`config.mk`:
```
export PLATFORM = sky130hd
export DESIGN_NAME = rf_scoreboard
export DESIGN_NICKNAME = d
export VERILOG_FILES = /design/src/rtl/rf_scoreboard_pkg.sv /design/src/rtl/rf_scoreboard_sb_counter.sv /design/src/rtl/rf_scoreboard.sv
export SDC_FILE = /design/constraint.sdc
export NUM_CORES = 1
export LEC_CHECK = 0
export BUFFER_PORTS_ARGS = -buffer_cell sky130_fd_sc_hd__buf_2
export CAP_MARGIN = 20
export CORE_ASPECT_RATIO = 0.8
export CORE_MARGIN = 2
export CORE_UTILIZATION = 40
export CTS_CLUSTER_SIZE = 25
export DETAILED_ROUTE_END_ITERATION = 16
export PLACE_DENSITY_LB_ADDON = 0.25
export SYNTH_ARGS = -nofsm -noshare
export SYNTH_HDL_FRONTEND = slang
export SYNTH_SLANG_ARGS = --single-unit
```
`constraint.sdc`:
```
create_clock -name clk -period 2.15 [get_ports clk]
set_clock_uncertainty 0.05 [all_clocks]
set_input_delay 0.1075 -clock clk [delete_from_list [all_inputs] [get_ports clk]]
set_output_delay 0.1075 -clock clk [all_outputs]
set_load 0.02 [all_outputs]
```
`src/rtl/rf_scoreboard_pkg.sv`:
```
// Shared sizing for the register-file scoreboard: GPR count, counter width,
// GPR address width and the saturation value of a pending counter.
package rf_scoreboard_pkg;
  localparam int SB_NREG  = 32;
  localparam int SB_CNT_W = 2;
  localparam int GPR_AW   = 5;
  localparam int CNT_MAX  = (1 << SB_CNT_W) - 1;
endpackage

```
`src/rtl/rf_scoreboard_sb_counter.sv`:
```
// One saturating up/down pending-write counter; err pulses when an unmatched
// inc hits max or an unmatched dec hits zero (value holds in both cases).
module sb_counter #(
  parameter int CNT_W = 2
) (
  input  logic             clk,
  input  logic             resetn,
  input  logic             inc,
  input  logic             dec,
  input  logic             clr,
  output logic [CNT_W-1:0] cnt,
  output logic             err
);
  localparam logic [CNT_W-1:0] MAX = '1;

  logic up, dn;
  assign up  = inc & ~dec;
  assign dn  = dec & ~inc;
  // clr outranks everything, so a flushed cycle can never raise an error
  assign err = ~clr & ((up & (cnt == MAX)) | (dn & (cnt == '0)));

  always_ff @(posedge clk or negedge resetn) begin
    if (!resetn)                 cnt <= '0;
    else if (clr)                cnt <= '0;
    else if (up && cnt != MAX)   cnt <= cnt + 1'b1;
    else if (dn && cnt != '0)    cnt <= cnt - 1'b1;
  end
endmodule

```
`src/rtl/rf_scoreboard.sv`:
```
// GPR write scoreboard / issue interlock: per-register pending counters,
// busy lookup with retire write-through bypass, and the ID stall decision.
module rf_scoreboard
  import rf_scoreboard_pkg::*;
#(
  parameter int NREG  = SB_NREG,
  parameter int CNT_W = SB_CNT_W
) (
  input  logic              clk,
  input  logic              resetn,
  input  logic              issue_fire,
  input  logic              issue_we,
  input  logic [GPR_AW-1:0] issue_dest,
  input  logic              retire_fire,
  input  logic [GPR_AW-1:0] retire_dest,
  input  logic              flush,
  input  logic [GPR_AW-1:0] src1_addr,
  input  logic [GPR_AW-1:0] src2_addr,
  input  logic              src1_fwd_ok,
  input  logic              src2_fwd_ok,
  output logic              src1_busy,
  output logic              src2_busy,
  output logic              ds_stall,
  output logic              dest_full,
  output logic              sb_err
);
  localparam logic [CNT_W-1:0] CMAX = '1;

  logic [NREG-1:0][CNT_W-1:0] cnt;
  logic [NREG-1:0]            err_v;

  assign cnt[0]   = '0;
  assign err_v[0] = 1'b0;

  for (genvar r = 1; r < NREG; r++) begin : g_cnt
    logic inc, dec;
    assign inc = issue_fire & issue_we & (issue_dest == GPR_AW'(r));
    assign dec = retire_fire & (retire_dest == GPR_AW'(r));
    sb_counter #(.CNT_W(CNT_W)) u_cnt (
      .clk    (clk),
      .resetn (resetn),
      .inc    (inc),
      .dec    (dec),
      .clr    (flush),
      .cnt    (cnt[r]),
      .err    (err_v[r])
    );
  end

  logic [CNT_W-1:0] src1_cnt, src2_cnt, dest_cnt;
  logic             dec1, dec2, dec_dest;

  assign src1_cnt = (32'(src1_addr)  < NREG) ? cnt[src1_addr]  : '0;
  assign src2_cnt = (32'(src2_addr)  < NREG) ? cnt[src2_addr]  : '0;
  assign dest_cnt = (32'(issue_dest) < NREG) ? cnt[issue_dest] : '0;

  assign dec1     = retire_fire & (retire_dest == src1_addr)  & (src1_addr  != '0);
  assign dec2     = retire_fire & (retire_dest == src2_addr)  & (src2_addr  != '0);
  assign dec_dest = retire_fire & (retire_dest == issue_dest) & (issue_dest != '0);

  // a register committing this cycle reads through the RF, so it is not busy
  assign src1_busy = (src1_cnt - CNT_W'(dec1)) != '0;
  assign src2_busy = (src2_cnt - CNT_W'(dec2)) != '0;
  assign dest_full = issue_we & (issue_dest != '0) & (dest_cnt == CMAX) & ~dec_dest;
  assign ds_stall  = (src1_busy & ~src1_fwd_ok) | (src2_busy & ~src2_fwd_ok) | dest_full;

  always_ff @(posedge clk or negedge resetn) begin
    if (!resetn)     sb_err <= 1'b0;
    else if (|err_v) sb_err <= 1'b1;
  end
endmodule

```
# Word-level counts from Yosys, hierarchy flattened
# Index checks and enable logic that the tools add are counted.
[word_totals]
inputBits = 28
word_cells = 815
register_bits = 63
output_inout_bits = 5
[op_classes]
mux = 99
order_cmp = 3
reduce_logical = 161
n_bitwise = 328
addsub = 64
n_eq_ne = 128
[op_table]
columns = ["cell", "n"]
rows = [
  ["$and 1x1->1", 229],
  ["$mux 2", 96],
  ["$eq 5x5->1 const B", 32],
  ["$reduce_bool 3->1", 31],
  ["$eq 5x4->1 const B", 16],
  ["$not 1->1", 66],
  ["$reduce_bool 2->1", 33],
  ["$eq 2x2->1 const B", 32],
  ["$add 2x1->2 const B", 31],
  ["$logic_and 1x1->1", 62],
  ["$logic_not 2->1", 31],
  ["$ne 2x2->1 const B", 31],
  ["$sub 2x1->2 const B", 31],
  ["$eq 5x3->1 const B", 8],
  ["$or 1x1->1", 33],
  ["$reduce_or 31->1", 1],
  ["$bmux 2 s5", 3],
  ["$eq 5x2->1 const B", 4],
  ["$lt 5x6->1 const B", 3],
  ["$eq 5x5->1", 3],
  ["$reduce_bool 5->1", 3],
  ["$eq 5x1->1 const B", 2],
  ["$sub 2x1->2", 2],
]

# Logic depth before layout (Yosys ltp)
# Gate-level depths: netlist (run 1).
[logic_depth]
ltp_word = 8
ltp_mapped = 9
depth_no_buf = 6

# Hierarchy
# Synthesis (run 1) repeated with hierarchy kept, for this count alone.
[hier_totals]
cells_unflattened = 771
hier_area_um2 = 6249.7
[modules_own_cells]
columns = ["mod", "area_per_inst_um2", "n_inst", "cells_per_inst", "seq_area_each_um2"]
rows = [
  ["sb_counter", 128.9, 31, 15, 50.0],
  ["rf_scoreboard", 2254.7, 1, 306, 25.0],
]

# Worst setup path after synthesis (run 1)
# Ideal clock, no wire load.
[synth_timing]
kind = "in2out"
from = "in src1_addr[0]"
to = "out ds_stall"
n_path_buf = 2
cell_stages = 8
setup_slack_ps = 33
arrival_time_ps = 1959
required_ps = 1992
path_cell_list = "buf_2 > buf_2 > mux4_2 > a22oi_1 > nand2_1 > xor2_1 > o221ai_1 > o2111ai_1"
[synth_via]
elab_chain_len = 8
elab_cells_between_ends = 11
cone_classes = "add/sub: 1; eq/ne: 1; mux: 2; bitwise: 5; reduce/logical: 2"
[synth_rtl]
columns = ["item", "line", "source"]
rows = [
  ["from (decl)", "rf_scoreboard.sv:17", "input logic [GPR_AW-1:0] src1_addr,"],
  ["branches (longest 3 deep; another with $bmux 2 s5)", "--", ""],
  ["$sub 2x1->2 (*)", "rf_scoreboard.sv:62", "assign src1_busy = (src1_cnt - CNT_W'(dec1)) != '0;"],
  ["$reduce_bool 2->1 (*)", "rf_scoreboard.sv:62", ""],
  ["$and 1x1->1 (*)", "rf_scoreboard.sv:65", "assign ds_stall = (src1_busy & ~src1_fwd_ok) | (src2_busy & ~src2_fwd_ok) | dest_full;"],
  ["$or 1x1->1 (*) (2 in a row)", "rf_scoreboard.sv:65", ""],
  ["to (decl)", "rf_scoreboard.sv:23", "output logic ds_stall,"],
]
# Mark *: on every way between the ends. The select of a mux whose other input is x is not followed.

# Worst setup path after layout (run 1)
[layout_timing]
from = "reg g_cnt[6].u_cnt.cnt[0]"
to = "out ds_stall"
[layout_via]
elab_chain_len = 7
elab_cells_between_ends = 17
cone_classes = "add/sub: 2; eq/ne: 1; mux: 6; bitwise: 6; reduce/logical: 2"
[layout_rtl]
columns = ["item", "line", "source"]
rows = [
  ["from (decl)", "rf_scoreboard_sb_counter.sv:11", "output logic [CNT_W-1:0] cnt,"],
  ["from (signal assigned)", "rf_scoreboard_sb_counter.sv:25", "else if (up && cnt != MAX) cnt <= cnt + 1'b1;"],
  ["from (signal assigned)", "rf_scoreboard_sb_counter.sv:26", "else if (dn && cnt != '0) cnt <= cnt - 1'b1;"],
  ["$bmux 2 s5, on equally long branches", "rf_scoreboard.sv:53, rf_scoreboard.sv:54", ""],
  ["$mux 2, on equally long branches", "rf_scoreboard.sv:53, rf_scoreboard.sv:54", ""],
  ["$sub 2x1->2, on equally long branches", "rf_scoreboard.sv:62, rf_scoreboard.sv:63", ""],
  ["$reduce_bool 2->1, on equally long branches", "rf_scoreboard.sv:62, rf_scoreboard.sv:63", ""],
  ["$and 1x1->1", "rf_scoreboard.sv:65", ""],
  ["$or 1x1->1", "rf_scoreboard.sv:65", ""],
  ["$or 1x1->1 (*)", "rf_scoreboard.sv:65", ""],
]
# Mark *: on every way between the ends. The rest lies on a longest branch, timed or not. The select of a mux whose other input is x is not followed.

==> impl_metrics.tcl, run 1 <==
set metrics [dict create \
    outcome "finished, violations left" \
    violations "negative setup slack" \
    synth_cell_types 59 \
    die_w_um 142 \
    combPwrFrac_pct 21.9 \
    switchingPower_mw 1.06 \
    path_cells "buf_4 > mux4_2 > a22oi_2 > o31ai_2 > xor2_1 > o221ai_2 > o2111ai_2 > buf_6" \
    r2r_start "g_cnt[6].u_cnt.cnt[0]$_DFFE_PN0P_" \
    drc 0 \
    final_antenna_net_count 0 \
    yosys-top-cells-area "dfrtp_1, mux4_2, o21ai_0" \
    ys_ff_latch 63 \
    dr.pass1.iters 8 \
    min_period_ns 2.60 \
    cts-root-buf "clkbuf_16" \
    ir_drop_uv 424 \
    fp.dieH_um 114 \
    overflow 0 \
    start_util_pct 40.7 \
    fill_cells 1378 \
    synthesis.instances 719 \
    clk_pin_slew_ns 0.06 \
    min_period_over_period_pct 121 \
    yosysTopAreaCell "dfrtp_1" \
    synth_edf_count 0 \
    critPathRequiredTime_ns 1.99 \
    wirelength_um 27500 \
    track_usage_pct 34.7 \
    yosysWarnings 0 \
    syn-num-nets 747 \
    finalSetupTns_ns -1.38 \
    grt_pass1_wl_um 41800 \
    worst_setup_path_start_kind "flop" \
    n_antenna_cell 0 \
    slowest_stage "mux4_2" \
    cp-end-kind "output pin" \
    area_delta_synth_final_pct 41.8 \
    drv_cap 0 \
    max-slew-margin-rel_pct 47.1 \
    rrSetupSlack_ns 0.16 \
    cts_buffers 9 \
    crit_fanout 3 \
    syn_area_mm2 0.00609 \
    insertion_delay_ns 0.35 \
    hold_depth 2 \
    antenna_found_initial 0 \
    setup_ws_ns -0.454 \
    power.density_mw_per_mm2 387 \
    sw_frac_of_total_pct 31.8 \
    final_nets 990 \
    reg2reg_to "sb_err$_DFFE_PN0P_" \
    worstSetupPathType "reg -> out" \
    cts_tree "built" \
    synth-main-ff-cell "dfrtp_1" \
    wl_per_cell_um 23.8 \
    setup_viol 4 \
    crit_end "ds_stall" \
    p_int_mw 2.28 \
    reg2reg_depth 7 \
    dp_hpwl_um 21800 \
    io_buffers 32 \
    finalMaxSlewViolations 0 \
    grt_max_degree 37 \
    initialDrtViolationCount 1099 \
    startpoint "g_cnt[6].u_cnt.cnt[0]$_DFFE_PN0P_" \
    io_pins 33 \
    hold_viol 0 \
    arrival_ns 2.45 \
    async_flop_share_pct 100 \
    fmax_mhz 384 \
    p_leak_nw 3.69 \
    gp_congestion 1.05 \
    yosysSeqAreaShare_pct 25.9 \
    regArea_mm2 0.00158 \
    num_rows 40 \
    fin_hold_ws_ns 0.233 \
    max_stage_delay_ns 0.48 \
    worstMarginPinSlew_ns 0.794 \
    synth_top_area_share_pct 25.9 \
    drive_above_1_share_pct 40.5 \
    first_global_vias 7294 \
    core-area_mm2 0.0150 \
    hold_path.class "in -> reg" \
    cts_buffer_depth 2 \
    synth_area_per_cell_um2 8.48 \
    dieArea_mm2 0.0162 \
    htree_levels 3 \
    multiInputGateArea_mm2 0.00422 \
    vias 7462 \
    power_frac_seq_pct 36.5 \
    cts_num_sinks 63 \
    p_clk_share_pct 41.6 \
    via_per_inst 6.46 \
    rsz0062_at_grt "yes" \
]
[per-stage QoR]
stage | instance area (µm²) | setup WS [ns] | utilization [%] | instances | power [mW]
after CTS | 8600 | -0.401 | 57.5 | 1156 | 3.33
after detailed placement | 8190 | -0.189 | 54.7 | 1133 | 1.92
after global placement | 8190 | -0.192 | 54.7 | 1133 | 1.92
final | 8640 | -0.454 | 57.7 | 1156 | 3.34
after global routing | 8640 | -0.526 | 57.7 | 1156 | 3.44
after floorplan | 6090 | 0.0334 | - | 719 | 1.58
[registers in the layout, indices dropped and copies added, names as in the netlist]
register and count:
g_cnt.u_cnt.cnt 62, sb_err 1
[power by group through the flow]
| stage | combinational [mW] | sequential, mW | clock, mW |
|---|---|---|---|
| 3_3_place_gp | 0.675 | 1.24 | 0 |
| 2_1_floorplan | 0.336 | 1.24 | 0 |
| 6_report | 0.730 | 1.22 | 1.39 |
| 4_1_cts | 0.705 | 1.22 | 1.41 |
| 3_5_place_dp | 0.684 | 1.24 | 0 |
| 5_1_grt | 0.768 | 1.22 | 1.45 |
[timing repair]
action / 4_1_cts / 5_1_grt
hold buffers: 1 / 0
pin swaps: 7 / 6
setup endpoints to repair: 4 / 4
hold endpoints to repair: 27 / 0
resized for setup: 25 / 12
buffers inserted: 7 / 0
[how the worst min path moves through the flow]
stage,from,endpoint,slack (ns)
floorplan,resetn,g_cnt[10].u_cnt.cnt[0]$_DFFE_PN0P_,-0.24
global placement,resetn,g_cnt[31].u_cnt.cnt[1]$_DFFE_PN0P_,0.17
detailed placement,resetn,g_cnt[28].u_cnt.cnt[0]$_DFFE_PN0P_,0.18
CTS,flush,g_cnt[24].u_cnt.cnt[1]$_DFFE_PN0P_,0.23
global route,flush,g_cnt[25].u_cnt.cnt[1]$_DFFE_PN0P_,0.27
finish,flush,g_cnt[20].u_cnt.cnt[1]$_DFFE_PN0P_,0.23
[critical path: cells and delay by family, from the launching register on]
kind	cells	cell delay, ns
multiplexers	1	0.48
buffers and inverters	2	0.34
flip-flops	1	0.43
XOR/XNOR	1	0.19
AO/OA/AOI/OAI	4	0.66
[kinds of logic after synthesis]
family / synth area share [%]
XOR/XNOR: 3.16
AO/OA/AOI/OAI: 28.5
AND/OR/NAND/NOR: 20.0
buffers and inverters: 6.38
flip-flops: 25.9
multiplexers: 16.1
[cell usage in the layout (no fill, tap or decap), types with 7 or more instances in the layout]
cell	Yosys	layout
o22ai_1	8	8
a22oi_1	24	23
nor3_1	12	11
dfrtp_1	63	58
nor4_1	9	9
mux2i_1	10	7
a21oi_1	24	23
o2111ai_1	26	25
xor2_1	8	8
xnor2_1	14	14
nand2_1	73	67
buf_2	26	29
mux4_2	35	35
a311o_1	21	21
nand3_1	11	11
mux2_2	8	8
nand2b_1	9	9
buf_4	2	251
clkbuf_16	0	9
nor2b_1	12	11
a211oi_1	27	27
o32ai_1	14	13
and2_1	7	7
o21ai_0	65	63
nor2_1	68	68
inv_1	32	31
[cell usage after synthesis (3+ instances only)]
cell and instances:
nand3_1 11, a211oi_1 27, nor4_1 9, a311o_1 21
nor3b_1 3, a22oi_1 24, nand2b_1 9, o22ai_1 8
nand2_1 73, o21ai_0 65, a221oi_1 7, xnor2_1 14
nand4_1 6, a211o_1 3, a21oi_1 24, or3_1 6
nor2b_1 12, mux2_2 8, mux4_2 35, nor2_1 68
inv_1 32, clkbuf_1 29, o2111ai_1 26, or2_2 6
and2_1 7, and3_1 6, o32ai_1 14, buf_1 3
buf_2 26, and4_1 3, xor2_1 8, a31oi_1 3
dfrtp_1 63, nor3_1 12, a311oi_1 4, mux2i_1 10
nand4bb_1 3
[layout make-up]
class,instances,share of cell area [%]
flip-flops and latches,63,18.3
clock inverters,7,0.579
multi-input cells,563,48.8
clock buffers,9,2.61
repair buffers,292,25.5
inverters,33,1.43
well taps,189,2.74
[metal layers]
metal | vias up | wire length (µm) | track usage [%]
met3 | 90 | 3270 | 13.8
met2 | 471 | 11900 | 52.2
met1 | 3615 | 11200 | 44.7
met5 | - | 44 | 2.17
li1 | 3284 | - | -
met4 | 2 | 1070 | 13.7
Note: power is estimated with default switching activity, not from simulation.
==> inputs of run 2 (changes only) <==
Settings changed: GPL_TIMING_DRIVEN set to 1.
Clock period 2.15 ns to 2.7 ns, I/O delays scaled along.
==> run 2 against run 1 <==
The run now ends clean. First-iteration DRC count decreased by 8.3%. Sequential share of layout area increased by 4.2 points. Clock power decreased by 6%. Non-clock buffer count decreased by 184. Critical path type unchanged. Critical endpoint unchanged. Largest power group unchanged.
==> impl_metrics.tcl, run 2 (synthesis results as in run 1) <==
set metrics [dict create \
    min-delay-start "flush" \
    start_util_pct 40.7 \
    fin_hold_ws_ns 0.178 \
    core-area_mm2 0.0150 \
    path_cells "nand2_1 > mux4_2 > mux2i_1 > o21ai_0 > or4_4 > o2111ai_1 > buf_4" \
    fin_area_mm2 0.00723 \
    io_buffers 32 \
    drc 0 \
    final_nets 806 \
    total_power_mw 2.74 \
    area_delta_synth_final_pct 18.6 \
    setup_viol 0 \
    cts_buffer_depth 2 \
    max_stage_delay_ns 0.47 \
    cts_num_sinks 63 \
    clk_pin_slew_ns 0.06 \
    cp-end-kind "output pin" \
    worstSetupPathType "reg -> out" \
    critPathBufInv 1 \
    drv_cap 0 \
    hold_viol 0 \
    final_common_cell "buf_4" \
    outcome "completed" \
    num_rows 40 \
    min_period_over_period_pct 98.7 \
    power.density_mw_per_mm2 380 \
    io_pins 33 \
    worst_setup_path_start_kind "flop" \
    slowest_stage "mux4_2" \
    cts-root-buf "clkbuf_16" \
    ir_drop_uv 304 \
    track_usage_pct 30.2 \
    n_antenna_cell 0 \
    insertion_delay_ns 0.35 \
    top_register "g_cnt.u_cnt.cnt" \
    final_cell_mix "buf_4, nand2_1, nor2_1" \
    fmax_mhz 375 \
    critPathRequiredTime_ns 2.52 \
    crit_family "multiplexers" \
    initialDrtViolationCount 1008 \
    die_w_um 142 \
    worstMarginPinSlew_ns 0.608 \
    finalMaxSlewViolations 0 \
    reg_top3 "g_cnt.u_cnt.cnt: 62 flops, sb_err: 1 flops" \
    startpoint "g_cnt[8].u_cnt.cnt[1]$_DFFE_PN0P_" \
    crit_fanout 7 \
    dr.pass1.iters 8 \
    wirelength_um 24000 \
    dieArea_mm2 0.0162 \
    cts_buffers 9 \
    p_leak_nw 2.75 \
    overflow 0 \
    dp_hpwl_um 18300 \
    first_global_vias 6209 \
    via_per_inst 6.85 \
    gp_congestion 1.06 \
    fin_util_pct 48.3 \
    finalSetupTns_ns 0 \
    placed_cell_area_mm2 0.00670 \
    arrival_ns 2.48 \
    vias 6660 \
    min_period_ns 2.66 \
    grt_max_degree 43 \
    fp.dieH_um 114 \
    antenna_found_initial 0 \
    hold_path.class "in -> reg" \
    largest_reg_flops 62 \
    final_antenna_net_count 0 \
    r2r_start "g_cnt[16].u_cnt.cnt[0]$_DFFE_PN0P_" \
    grt_pass1_wl_um 36700 \
    wl_per_cell_um 24.7 \
    htree_levels 3 \
    cts_tree "built" \
    drive_above_1_share_pct 29.0 \
    max-slew-margin-rel_pct 59.5 \
]
-- run 2: routing by layer --
metal	share of wire, %	track usage, %
met2	43	44.6
met1	43	43.8
met4	2.2	7.87
met3	12	8.11
met5	0	0
-- run 2: path summary, 6_finish.rpt --
check,slack [ns],cells past startpoint,to
setup reg to reg,0.90,6,sb_err$_DFFE_PN0P_
min in group asynchronous,0.30,3,g_cnt[31].u_cnt.cnt[1]$_DFFE_PN0P_
max in group asynchronous,1.86,3,g_cnt[22].u_cnt.cnt[0]$_DFFE_PN0P_
hold / removal,0.18,2,g_cnt[2].u_cnt.cnt[0]$_DFFE_PN0P_
hold reg to reg,0.45,1,g_cnt[18].u_cnt.cnt[0]$_DFFE_PN0P_
setup / recovery,0.04,7,ds_stall
-- run 2: metrics by stage --
stage,setup slack [ns],instances
2_1_floorplan,0.528,719
3_3_place_gp,0.201,940
3_5_place_dp,0.227,940
4_1_cts,0.00142,959
5_1_grt,-0.0258,972
6_report,0.0352,972
-- run 2: layout make-up --
class,instances,area [µm²]
Clock buffer,9,225
Clock inverter,7,103
Fill cell,1426,7740
Inverter,33,124
Multi-Input combinational cell,563,4150
Sequential cell,63,1630
Tap cell,189,236
Timing Repair Buffer,108,761
-- run 2: timing repair --
item,CTS,global route
setup endpoints to repair,2,2
cloned,0,0
hold buffers,1,0
gates resized for setup,25,20
endpoints found under the hold margin,63,0
setup buffers,2,13
-- run 2: power breakdown --
part           leakage, nW  switching [mW]  internal, mW
logic                 1.78           0.297         0.168
registers            0.812          0.0186         0.955
clock network        0.157           0.485         0.819
==> inputs of run 3 (changes only) <==
Settings changed: CORE_UTILIZATION 40 to 61.
==> run 3 against run 2 <==
The run now ends with negative setup slack left. Power fell by 0.44%. Combinational power fell by 3%. Register-to-register slack got worse by 0.14 ns. Die area fell by 33%. Fmax fell by 3.2%. Routed wire length fell by 7.3%. Cell count fell by 8.0%. Global-route usage rose by 12 points. Critical endpoint unchanged. Highest routed layer unchanged.
==> impl_metrics.tcl, run 3 (synthesis results as in run 1) <==
set metrics [dict create \
    outcome "finished, violations left" \
    violations "negative setup slack" \
    gp_congestion 1.03 \
    final_cell_mix "nand2_1, nor2_1, o21ai_0" \
    cts-root-buf "clkbuf_16" \
    area_delta_synth_final_pct 13.7 \
    drc 0 \
    io_pins 33 \
    worst_setup_path_start_kind "flop" \
    r2r_start "g_cnt[4].u_cnt.cnt[0]$_DFFE_PN0P_" \
    initialDrtViolationCount 1153 \
    vias 6654 \
    hold_path.class "in -> async" \
    power.density_mw_per_mm2 394 \
    grt_max_degree 46 \
    io_buffers 32 \
    fp.dieH_um 93.4 \
    crit_fanout 7 \
    final_common_cell "nand2_1" \
    cp-end-kind "output pin" \
    via_per_inst 7.44 \
    finalMaxSlewViolations 0 \
    antenna_found_initial 0 \
    drv_cap 0 \
    setup_viol 1 \
    max-slew-margin-rel_pct 36.3 \
    p_leak_nw 2.61 \
    cts_num_sinks 63 \
    insertion_delay_ns 0.34 \
    cts_tree "built" \
    reg2reg_depth 5 \
    arrival_ns 2.57 \
    track_usage_pct 42.3 \
    post-place-ws_ns 0.216 \
    sw_frac_of_total_pct 28.5 \
    switchingPower_mw 0.780 \
    first_global_vias 6115 \
    n_antenna_cell 0 \
    top_register "g_cnt.u_cnt.cnt" \
    fmax_mhz 363 \
    core-area_mm2 0.00969 \
    cts_buffer_depth 2 \
    htree_levels 3 \
    reg2reg_to "sb_err$_DFFE_PN0P_" \
    p_clk_share_pct 47.8 \
    cts_buffers 9 \
    wirelength_um 22200 \
    final_nets 781 \
    fill_cells 747 \
    dr.pass1.iters 9 \
    p_int_mw 1.95 \
    min_period_ns 2.75 \
    dp_hpwl_um 16500 \
    die_w_um 116 \
    grt_pass1_wl_um 34300 \
    overflow 0 \
    final_antenna_net_count 0 \
    ir_drop_uv 428 \
    num_rows 32 \
    setup_ws_ns -0.0521 \
    largest_reg_flops 62 \
    drive_above_1_share_pct 25.9 \
    clk_pin_slew_ns 0.06 \
    power_frac_seq_pct 35.7 \
    hold_viol 0 \
    reg_top3 "g_cnt.u_cnt.cnt: 62 flops, sb_err: 1 flops" \
    critPathRequiredTime_ns 2.52 \
    dieArea_mm2 0.0108 \
    worstSetupPathType "reg -> out" \
    rrSetupSlack_ns 0.76 \
    worstMarginPinSlew_ns 0.955 \
    combPwrFrac_pct 16.5 \
    fin_hold_ws_ns 0.310 \
    min_period_over_period_pct 102 \
    start_util_pct 62.9 \
    wl_per_cell_um 24.9 \
]
run 3: cell types whose count changed in the layout (fill, tap and decap cells not counted), sizes merged:
cell      previous run  this run
buf                107        82
inv                 36        34
clkbuf               9        10
clkinvlp             1         2
run 3: power by group through the flow:
stage          Clock (mW)  Sequential (mW)  Combinational (mW)
2_1_floorplan           0            0.991               0.268
3_3_place_gp            0            0.989               0.416
3_5_place_dp            0            0.990               0.427
4_1_cts              1.32            0.973               0.432
5_1_grt              1.36            0.974               0.473
6_report             1.30            0.976               0.451
run 3: layout make-up:
class | count | area (µm²) | share of cell area [%]
Multi-Input combinational cell | 563 | 4140 | 59.7
Sequential cell | 63 | 1620 | 23.4
Timing Repair Buffer | 83 | 548 | 7.91
Clock buffer | 10 | 239 | 3.45
Tap cell | 136 | 170 | 2.46
Inverter | 33 | 124 | 1.79
Clock inverter | 6 | 92.6 | 1.34
run 3: critical path: stages (launching register included):
cell and delay [ns]:
dfrtp_1 0.48, nand2_1 0.14, mux4_2 0.47, mux2i_1 0.24, o21ai_0 0.13, or4_4 0.46
o2111ai_1 0.13, buf_4 0.17
run 3: how the worst max path moves through the flow:
stage / start / cells after the start / endpoint / slack (ns)
6_report: g_cnt[12].u_cnt.cnt[0]$_DFFE_PN0P_ / 7 / ds_stall / -0.05
5_1_grt: g_cnt[26].u_cnt.cnt[0]$_DFFE_PN0P_ / 7 / ds_stall / -0.009
4_1_cts: g_cnt[24].u_cnt.cnt[0]$_DFFE_PN0P_ / 7 / ds_stall / 0.002
3_5_place_dp: g_cnt[25].u_cnt.cnt[0]$_DFFE_PN0P_ / 7 / ds_stall / 0.22
3_3_place_gp: issue_dest[0] / 8 / ds_stall / 0.23
2_1_floorplan: src1_addr[0] / 8 / ds_stall / 0.53
run 3: routing by layer:
metal	track usage, %	vias to the layer above	routed length, µm
li1	-	2858	-
met1	58.4	3122	8490
met2	60.6	544	9320
met3	16.1	130	3340
met4	15.5	0	1070
met5	0	-	0
run 3: per-stage QoR:
stage / TNS [ns] / area [µm²] / utilization [%] / instances / total power, mW
2_1_floorplan: 0 / 6090 / - / 719 / 1.26
3_3_place_gp: 0 / 6460 / 66.7 / 867 / 1.40
3_5_place_dp: 0 / 6460 / 66.7 / 867 / 1.42
4_1_cts: 0 / 6840 / 70.6 / 886 / 2.72
5_1_grt: -0.00886 / 6930 / 71.5 / 894 / 2.81
6_report: -0.0521 / 6930 / 71.5 / 894 / 2.73
run 3: repair_timing:
| item | in CTS | in global routing |
|---|---|---|
| gates resized for setup | 15 | 24 |
| hold buffers | 1 | 0 |
| pin swaps | 0 | 0 |
| hold endpoints to repair | 63 | 0 |
| setup buffers | 2 | 8 |
| endpoints found under the setup margin | 2 | 2 |
